<file path="config.mk">
export PLATFORM = sky130hd
export DESIGN_NAME = vend_ctrl_multi
export DESIGN_NICKNAME = d
export VERILOG_FILES = /design/src/rtl/vend_ctrl_multi.sv
export SDC_FILE = /design/constraint.sdc
export NUM_CORES = 1
export LEC_CHECK = 0
export ABC_AREA = 1
export CORE_MARGIN = 3
export CORE_UTILIZATION = 50
export CTS_BUF_LIST = sky130_fd_sc_hd__clkbuf_16
export DETAILED_ROUTE_END_ITERATION = 12
export GPL_ROUTABILITY_DRIVEN = 0
export GPL_TIMING_DRIVEN = 0
export PLACE_DENSITY = 0.82
export SLEW_MARGIN = 20
export SYNTH_ARGS = -nofsm -noshare
export SYNTH_HDL_FRONTEND = slang
export SYNTH_SLANG_ARGS = --single-unit
</file>
<file path="constraint.sdc">
create_clock -name clk -period 6 [get_ports clk]
set_input_delay 1.2 -clock clk [delete_from_list [all_inputs] [get_ports clk]]
set_output_delay 1.2 -clock clk [all_outputs]
set_load 0.01 [all_outputs]
</file>
<file path="src/rtl/vend_ctrl_multi.sv">
// vend_ctrl_multi: multi-product coin vending controller.
// Accumulates coin credit, vends one of N_PROD products at individually
// parametrised prices, and pays change or refunds as a stream of single coins
// over a chg_valid/chg_ready handshake.
// Optional build macro: VEND_CREDIT_HOLD_EN -- when defined, leftover credit
// after a vend stays in the machine for further purchases instead of being
// returned automatically; it is only paid out through cancel.
module vend_ctrl_multi #(
  parameter int N_PROD     = 4,
  parameter int CREDIT_W   = 8,
  parameter int MAX_CREDIT = 100,
  parameter logic [N_PROD*CREDIT_W-1:0] PRICES = {8'd100, 8'd60, 8'd45, 8'd30}
) (
  input  logic                      clk,
  input  logic                      rst_n,
  input  logic [1:0]                coin,
  input  logic                      sel,
  input  logic [$clog2(N_PROD)-1:0] sel_id,
  input  logic                      cancel,
  input  logic                      chg_ready,
  output logic                      vend,
  output logic [$clog2(N_PROD)-1:0] vend_id,
  output logic                      chg_valid,
  output logic [1:0]                chg_coin,
  output logic [CREDIT_W-1:0]       credit,
  output logic                      coin_rej,
  output logic                      sel_nack,
  output logic                      busy
);

  localparam int ID_W = $clog2(N_PROD);

  typedef enum logic [1:0] {
    S_IDLE   = 2'd0,
    S_VEND   = 2'd1,
    S_CHANGE = 2'd2,
    S_REFUND = 2'd3
  } state_t;

  state_t state;

  // Value in credit units of a 2-bit coin code (00 means no coin).
  function automatic logic [CREDIT_W-1:0] coin_val(input logic [1:0] c);
    logic [CREDIT_W-1:0] v;
    v = '0;
    case (c)
      2'b01:   v = CREDIT_W'(5);
      2'b10:   v = CREDIT_W'(10);
      2'b11:   v = CREDIT_W'(25);
      default: v = '0;
    endcase
    return v;
  endfunction

  // Largest coin that does not exceed the amount still owed.
  function automatic logic [1:0] greedy_coin(input logic [CREDIT_W-1:0] amt);
    logic [1:0] c;
    if (amt >= CREDIT_W'(25))      c = 2'b11;
    else if (amt >= CREDIT_W'(10)) c = 2'b10;
    else                           c = 2'b01;
    return c;
  endfunction

  // Price lookup by product index; out-of-range indices return zero and are
  // rejected separately, so the slice is never taken out of bounds.
  function automatic logic [CREDIT_W-1:0] price_of(input logic [ID_W-1:0] id);
    logic [CREDIT_W-1:0] p;
    p = '0;
    for (int i = 0; i < N_PROD; i++) begin
      if (ID_W'(i) == id) p = PRICES[i*CREDIT_W +: CREDIT_W];
    end
    return p;
  endfunction

  logic [CREDIT_W:0]   coin_sum;
  logic                coin_ok;
  logic [CREDIT_W-1:0] sel_price;
  logic                sel_ok;
  logic [CREDIT_W-1:0] pay_left;

  // Acceptance decisions for coin and selection, plus credit left after the current payout coin.
  always_comb begin
    coin_sum  = {1'b0, credit} + {1'b0, coin_val(coin)};
    coin_ok   = (coin_sum <= (CREDIT_W+1)'(MAX_CREDIT));
    sel_price = price_of(sel_id);
    sel_ok    = ({1'b0, sel_id} < (ID_W+1)'(N_PROD)) && (credit >= sel_price);
    pay_left  = credit - coin_val(chg_coin);
  end

  // Controller FSM with all outputs registered; pulses default low each cycle.
  always_ff @(posedge clk) begin
    if (!rst_n) begin
      state     <= S_IDLE;
      vend      <= 1'b0;
      vend_id   <= '0;
      chg_valid <= 1'b0;
      chg_coin  <= 2'b00;
      credit    <= '0;
      coin_rej  <= 1'b0;
      sel_nack  <= 1'b0;
      busy      <= 1'b0;
    end else begin
      vend     <= 1'b0;
      coin_rej <= 1'b0;
      sel_nack <= 1'b0;
      unique case (state)
        S_IDLE: begin
          if (cancel && (credit != '0)) begin
            // Refund takes the cycle; a coin arriving alongside cannot be credited.
            state     <= S_REFUND;
            busy      <= 1'b1;
            chg_valid <= 1'b1;
            chg_coin  <= greedy_coin(credit);
            coin_rej  <= (coin != 2'b00);
          end else if (coin != 2'b00) begin
            if (coin_ok) credit   <= coin_sum[CREDIT_W-1:0];
            else         coin_rej <= 1'b1;
          end else if (sel && !cancel) begin
            if (!sel_ok) begin
              sel_nack <= 1'b1;
            end else begin
              credit  <= credit - sel_price;
              vend    <= 1'b1;
              vend_id <= sel_id;
              state   <= S_VEND;
              busy    <= 1'b1;
            end
          end
        end
        S_VEND: begin
          coin_rej <= (coin != 2'b00);
`ifdef VEND_CREDIT_HOLD_EN
          state <= S_IDLE;
          busy  <= 1'b0;
`else
          if (credit != '0) begin
            state     <= S_CHANGE;
            chg_valid <= 1'b1;
            chg_coin  <= greedy_coin(credit);
          end else begin
            state <= S_IDLE;
            busy  <= 1'b0;
          end
`endif
        end
        S_CHANGE, S_REFUND: begin
          coin_rej <= (coin != 2'b00);
          if (chg_valid && chg_ready) begin
            credit <= pay_left;
            if (pay_left == '0) begin
              state     <= S_IDLE;
              busy      <= 1'b0;
              chg_valid <= 1'b0;
              chg_coin  <= 2'b00;
            end else begin
              chg_coin <= greedy_coin(pay_left);
            end
          end
        end
        default: begin
          state     <= S_IDLE;
          busy      <= 1'b0;
          chg_valid <= 1'b0;
          chg_coin  <= 2'b00;
        end
      endcase
    end
  end

endmodule

</file>
# [Yosys cells after proc, flatten, opt, wreduce, memory -nomap -nowiden]
# Cells that the tools add are included.
[op_classes] reduce_logical=19 addsub=3 bitwise_logic=5 n_lt_le_gt_ge=6 n_mux=47 n_eq_ne=24
[ops] op="$mux 8" n=9
[ops] op="$mux 2" n=15
[ops] op="$pmux 5 s3" n=2
[ops] op="$ne 3x3->1 const B" n=6
[ops] op="$ge 8x4->1 const B" n=2
[ops] op="$ge 8x5->1 const B" n=2
[ops] op="$pmux 8 s2" n=1
[ops] op="$sub 8x8->8" n=2
[ops] op="$mux 1" n=14
[ops] op="$eq 2x2->1 const B" n=6
[ops] op="$ne 2x2->1 const B" n=6
[ops] op="$pmux 2 s3" n=2
[ops] op="$reduce_and 6->1" n=2
[ops] op="$reduce_and 5->1" n=2
[ops] op="$add 8x8->9" n=1
[ops] op="$le 9x7->1 const B" n=1
[ops] op="$ge 8x8->1" n=1
[ops] op="$logic_not 8->1" n=1
[ops] op="$reduce_bool 8->1" n=1
[ops] op="$eq 2x1->1 const B" n=3
[ops] op="$pmux 1 s3" n=2
[ops] op="$mux 5" n=1
[ops] op="$not 1->1" n=5
[ops] op="$reduce_or 5->1" n=1
[ops] op="11 further kinds" n=16
[totals] output_inout_bits=17 register_bits=19 wordCells=113

# [Longest topological paths before layout]
[logic_depth] word_depth=11 ltp_mapped=17 ltp_nobuf=17

# [Least setup slack after synthesis]
# OpenSTA, ideal clock, no wires.
[synth_path] kind="input to register" startpoint="in sel_id[0]" endpoint="reg credit[4]" arrival_time_ns=2.767 setup_slack_ns=3.118 t_required_ns=5.885 setup_ns=0.115 stages=13 path_cell_list="inv_1 > nor2_1 > ha_1 > fa_1 > o21ai_1 > nand2_1 > o2111ai_1 > a21oi_2 > nand2_4 > buf_6 > nand3_1 > nand2_1 > nor2_1"
[synth_between] elab_chain_len=11 word_cells_on_any_way=17 classes_between="add/sub: 1; order compare: 1; eq/ne: 4; mux: 9; reduce/logical: 2"
[synth_lines] item="from (decl)" line_no="18" rtl="input logic [$clog2(N_PROD)-1:0] sel_id,"
[synth_lines] item="$logic_not 2->1" line_no="70" rtl="if (ID_W'(i) == id) p = PRICES[i*CREDIT_W +: CREDIT_W];"
[synth_lines] item="$mux 5" line_no="70"
[synth_lines] item="$mux 8 (2 in series)" line_no="70"
[synth_lines] item="$mux 8 *" line_no="70"
[synth_lines] item="$sub 8x8->8" line_no="122" rtl="credit <= credit - sel_price;"
[synth_lines] item="$mux 8" line_no="119" rtl="if (!sel_ok) begin"
[synth_lines] item="$mux 8" line_no="118" rtl="end else if (sel && !cancel) begin"
[synth_lines] item="$mux 8" line_no="115" rtl="end else if (coin != 2'b00) begin"
[synth_lines] item="$mux 8" line_no="108" rtl="if (cancel && (credit != '0)) begin"
[synth_lines] item="$pmux 8 s2" line_no="106" rtl="unique case (state)"
[synth_lines] item="to (signal assigned)" line_no="116" rtl="if (coin_ok) credit <= coin_sum[CREDIT_W-1:0];"
[synth_lines] item="to (signal assigned)" line_no="122"
[synth_lines] item="to (signal assigned)" line_no="149" rtl="credit <= pay_left;"
[synth_lines] item="to (decl)" line_no="25" rtl="output logic [CREDIT_W-1:0] credit,"
# Mark *: on every way between the ends. The rest lies on a longest branch, timed or not. The select of a mux whose other input is x is not followed.
# A chain may end at the register's enable or synchronous reset.

# [Final worst setup path]
# Ends and elaborated chain as after synthesis.

==> impl_metrics.csv <==
group,metric,value,unit
status,status,"completed",
placement,dpl_worst_slack,2.25,ns
critical_path,timing.rr.start,"credit[1]",
synth,synth_seq_cells,19,
finish,most-common-layout-cells,"nand2_1, inv_1, nor2_1, nand3_1, clkdlybuf4s50_1",
critical_path,reg2reg_slack,3.46,ns
drt,drt-pass1-iter-count,4,
pwr,sw_frac_of_total,52.7,%
timing,slew_violations,0,
global_route,grt_max_degree,12,
clock_tree,clkLatencyLatePin,0.25,ns
floorplanning,design.die.area,0.00522,mm^2
pwr,p_leak,1.33,nW
finish,utilization,62.9,%
worst_hold_path,holdPathEnd,"busy",
floorplanning,die_w,72.3,um
synth,syn_area,0.00219,mm^2
drt,num_vias,2506,
global_route,overflow,0,
drt,avgRoutedWirePerCell,12.6,um
clock_tree,clock_sinks,19,
global_route,grt.total_usage,22.9,%
worst_hold_path,worstHoldStart,"busy",
drt,wl,5770,um
synth,yosysSeqAreaShare,17.3,%
synth,avgSynthCellArea,5.79,um^2
drt,drc_errors,0,
pwr,comb_power_share,72.9,%
synth,syn_nets,408,
drt,final_antenna_net_count,0,
timing,finalCriticalPeriod,3.49,ns
timing,setup_tns,0,ns
clock_tree,cts_tree,"yes",
synth,synth_cell_types,35,
floorplanning,std_cell_rows,23,
worst_hold_path,whs_path_depth,2,
timing,max_freq,0.287,GHz
pwr,peakVddDrop,216,uV
placement,placed_cells,454,
timing,finalCritPeriodShare,58.1,%
finish,fillers,415,
placement,dp_hpwl,4590,um
critical_path,start_kind,"primary input",
timing,finClkSkew,0.00305,ns
finish,final_common_cell,"nand2_1",
pwr,p_int,0.636,mW
critical_path,cp_data_required_time,6.15,ns
finish,layout-area-overhead-vs-synth,17.9,%
clock_tree,cts_root_buf,"clkbuf_16",
clock_tree,cts_resized,0,
timing,grt_setup_unrepaired,"false",
pwr,p_per_area,520,mW/mm^2
synth,yosysWarnings,0,
clock_tree,post_cts_buffers,0,
drt,first_iter_violations,148,
critical_path,r2r_end,"credit[4]",
finish,finalNonFillerCells,458,
pwr,p_total,1.34,mW
global_route,antenna_found_initial,0,
drt,vias_per_cell,5.47,
job,max-cap-violations,0,
clock_tree,cts.clk_slew.worst_paths,0.06,ns
global_route,grt_pass1_vias,2219,
timing,setup_viol,0,
floorplanning,initial_core_util,53.3,%
critical_path,crit_arrival,3.63,ns
global_route,grt_pass1_wl,9770,um
critical_path,cp_max_fo,10,
critical_path,crit_type,"primary input to flip-flop",
finish,final_nets,438,
clock_tree,clock_path_buffers,2,
pwr,power.switching,0.709,mW
worst_hold_path,hold_class,"flip-flop to flip-flop",
pwr,seqPwrFrac,16.7,%
finish,drive_gt1_share,6.37,%
floorplanning,dieHeight,72.3,um
clock_tree,cts_buffers,3,
timing,final_hold_viol_count,0,
timing,worst_slack,2.51,ns
finish,antenna_cells,0,
floorplanning,ios,26,
clock_tree,holdBufCountCts,0,
synth,syn_inst,379,
pwr,clockPowerShare,10.4,%
critical_path,reg2reg_depth,11,
floorplanning,core_area,0.00412,mm^2
critical_path,endpoint_kind,"flip-flop",
clock_tree,h-tree-depth,1,
placement,port-buffer-count,25,
==> kinds of logic (layout without fill, tap and decap cells) <==
| kind of cell | count (synthesis) | in the layout | share of synthesized area (%) |
|---|---|---|---|
| and+or+nand+nor | 224 | 224 | 44.6 |
| buffers and inverters | 62 | 91 | 11.4 |
| AOI/OAI and AO/OA | 48 | 48 | 12.0 |
| adders and majority gates | 20 | 20 | 12.4 |
| DFF | 19 | 19 | 17.3 |
| xor gates and xnor gates | 4 | 4 | 1.60 |
| other | 1 | 1 | 0.171 |
| muxes | 1 | 1 | 0.456 |
==> sequential cells by signal (all words and copies together), names as in the netlist <==
signal     cells
busy           1
vend           1
sel_nack       1
state          2
chg_valid      1
chg_coin       2
credit         8
vend_id        2
coin_rej       1
==> cells in the mapped netlist <==
library cell	instances	share of area (%)
or2_1	2	0.57
fa_1	3	2.7
dfxtp_1	19	17
a21oi_1	22	5.0
o22ai_1	2	0.57
nand3b_1	2	0.68
a311oi_1	1	0.40
a31oi_1	1	0.29
mux2i_1	1	0.46
buf_6	2	1.0
a21oi_2	1	0.40
nand3_2	3	1.4
or2_2	2	0.57
nand2_1	112	19
nor3_1	6	1.4
clkbuf_1	5	0.86
nor2_1	41	7.0
nand4_1	8	2.3
o21ai_1	1	0.23
nand3_1	41	9.4
nor2_2	2	0.57
xor2_1	4	1.6
buf_1	1	0.17
ha_1	17	9.7
nor4_1	1	0.29
nand2_4	1	0.51
o21ai_2	1	0.40
o21ai_0	16	3.6
o2111ai_1	1	0.40
conb_1	1	0.17
o21a_1	2	0.68
inv_1	47	8.0
nand2_2	3	0.86
inv_2	5	0.86
buf_2	2	0.46
==> power groups by stage <==
stage | Sequential, mW | Combinational [mW] | Clock, mW
floorplan | 0.219 | 0.725 | 0
global placement | 0.224 | 0.944 | 0
detailed placement | 0.225 | 0.958 | 0
CTS | 0.223 | 0.970 | 0.140
global route | 0.231 | 1.11 | 0.145
finish | 0.224 | 0.981 | 0.140
==> cell type report <==
class | instances | area, um^2 | share of cell area, %
Sequential cell | 19 | 380 | 14.7
Clock buffer | 3 | 75.1 | 2.90
Clock inverter | 1 | 5.00 | 0.193
Multi-Input combinational cell | 298 | 1560 | 60.4
Tap cell | 50 | 62.6 | 2.42
Timing Repair Buffer | 25 | 250 | 9.67
Buffer | 10 | 55.1 | 2.13
Inverter | 52 | 195 | 7.54
==> layer usage <==
metal	up-vias	routed length (um)	global-route usage, %
li1	1284	-	-
met1	1132	2680	32.0
met2	85	2680	38.8
met3	5	358	1.52
met4	0	44	4.80
met5	-	0	0
==> how the worst max path moves through the flow <==
| stage | from | endpoint | slack, ns | depth (start not counted) |
|---|---|---|---|---|
| floorplan | sel_id[0] | credit[4] | 3.12 | 13 |
| CTS | sel_id[0] | credit[4] | 2.51 | 14 |
| global route | sel_id[0] | credit[4] | 2.24 | 14 |
| finish | sel_id[0] | credit[4] | 2.51 | 14 |
| global placement | sel_id[0] | credit[4] | 2.30 | 14 |
| detailed placement | sel_id[0] | credit[4] | 2.25 | 14 |
==> critical path, cell delays in order <==
cell             delay (ns)
clkdlybuf4s50_1        0.47
inv_1                  0.08
nor2_1                 0.05
ha_1                   0.21
fa_1                   0.41
o21ai_1                0.32
nand2_1                0.09
o2111ai_1              0.20
a21oi_2                0.13
nand2_4                0.13
buf_6                  0.14
nand3_1                0.08
nand2_1                0.07
nor2_1                 0.05
==> stage by stage <==
stage          cell area, um^2  hold slack [ns]
2_1_floorplan             2190            0.452
3_3_place_gp              2510            0.451
3_5_place_dp              2510            0.461
4_1_cts                   2590            0.473
5_1_grt                   2590            0.497
6_report                  2590            0.473
(Power assumes the default switching activity.)
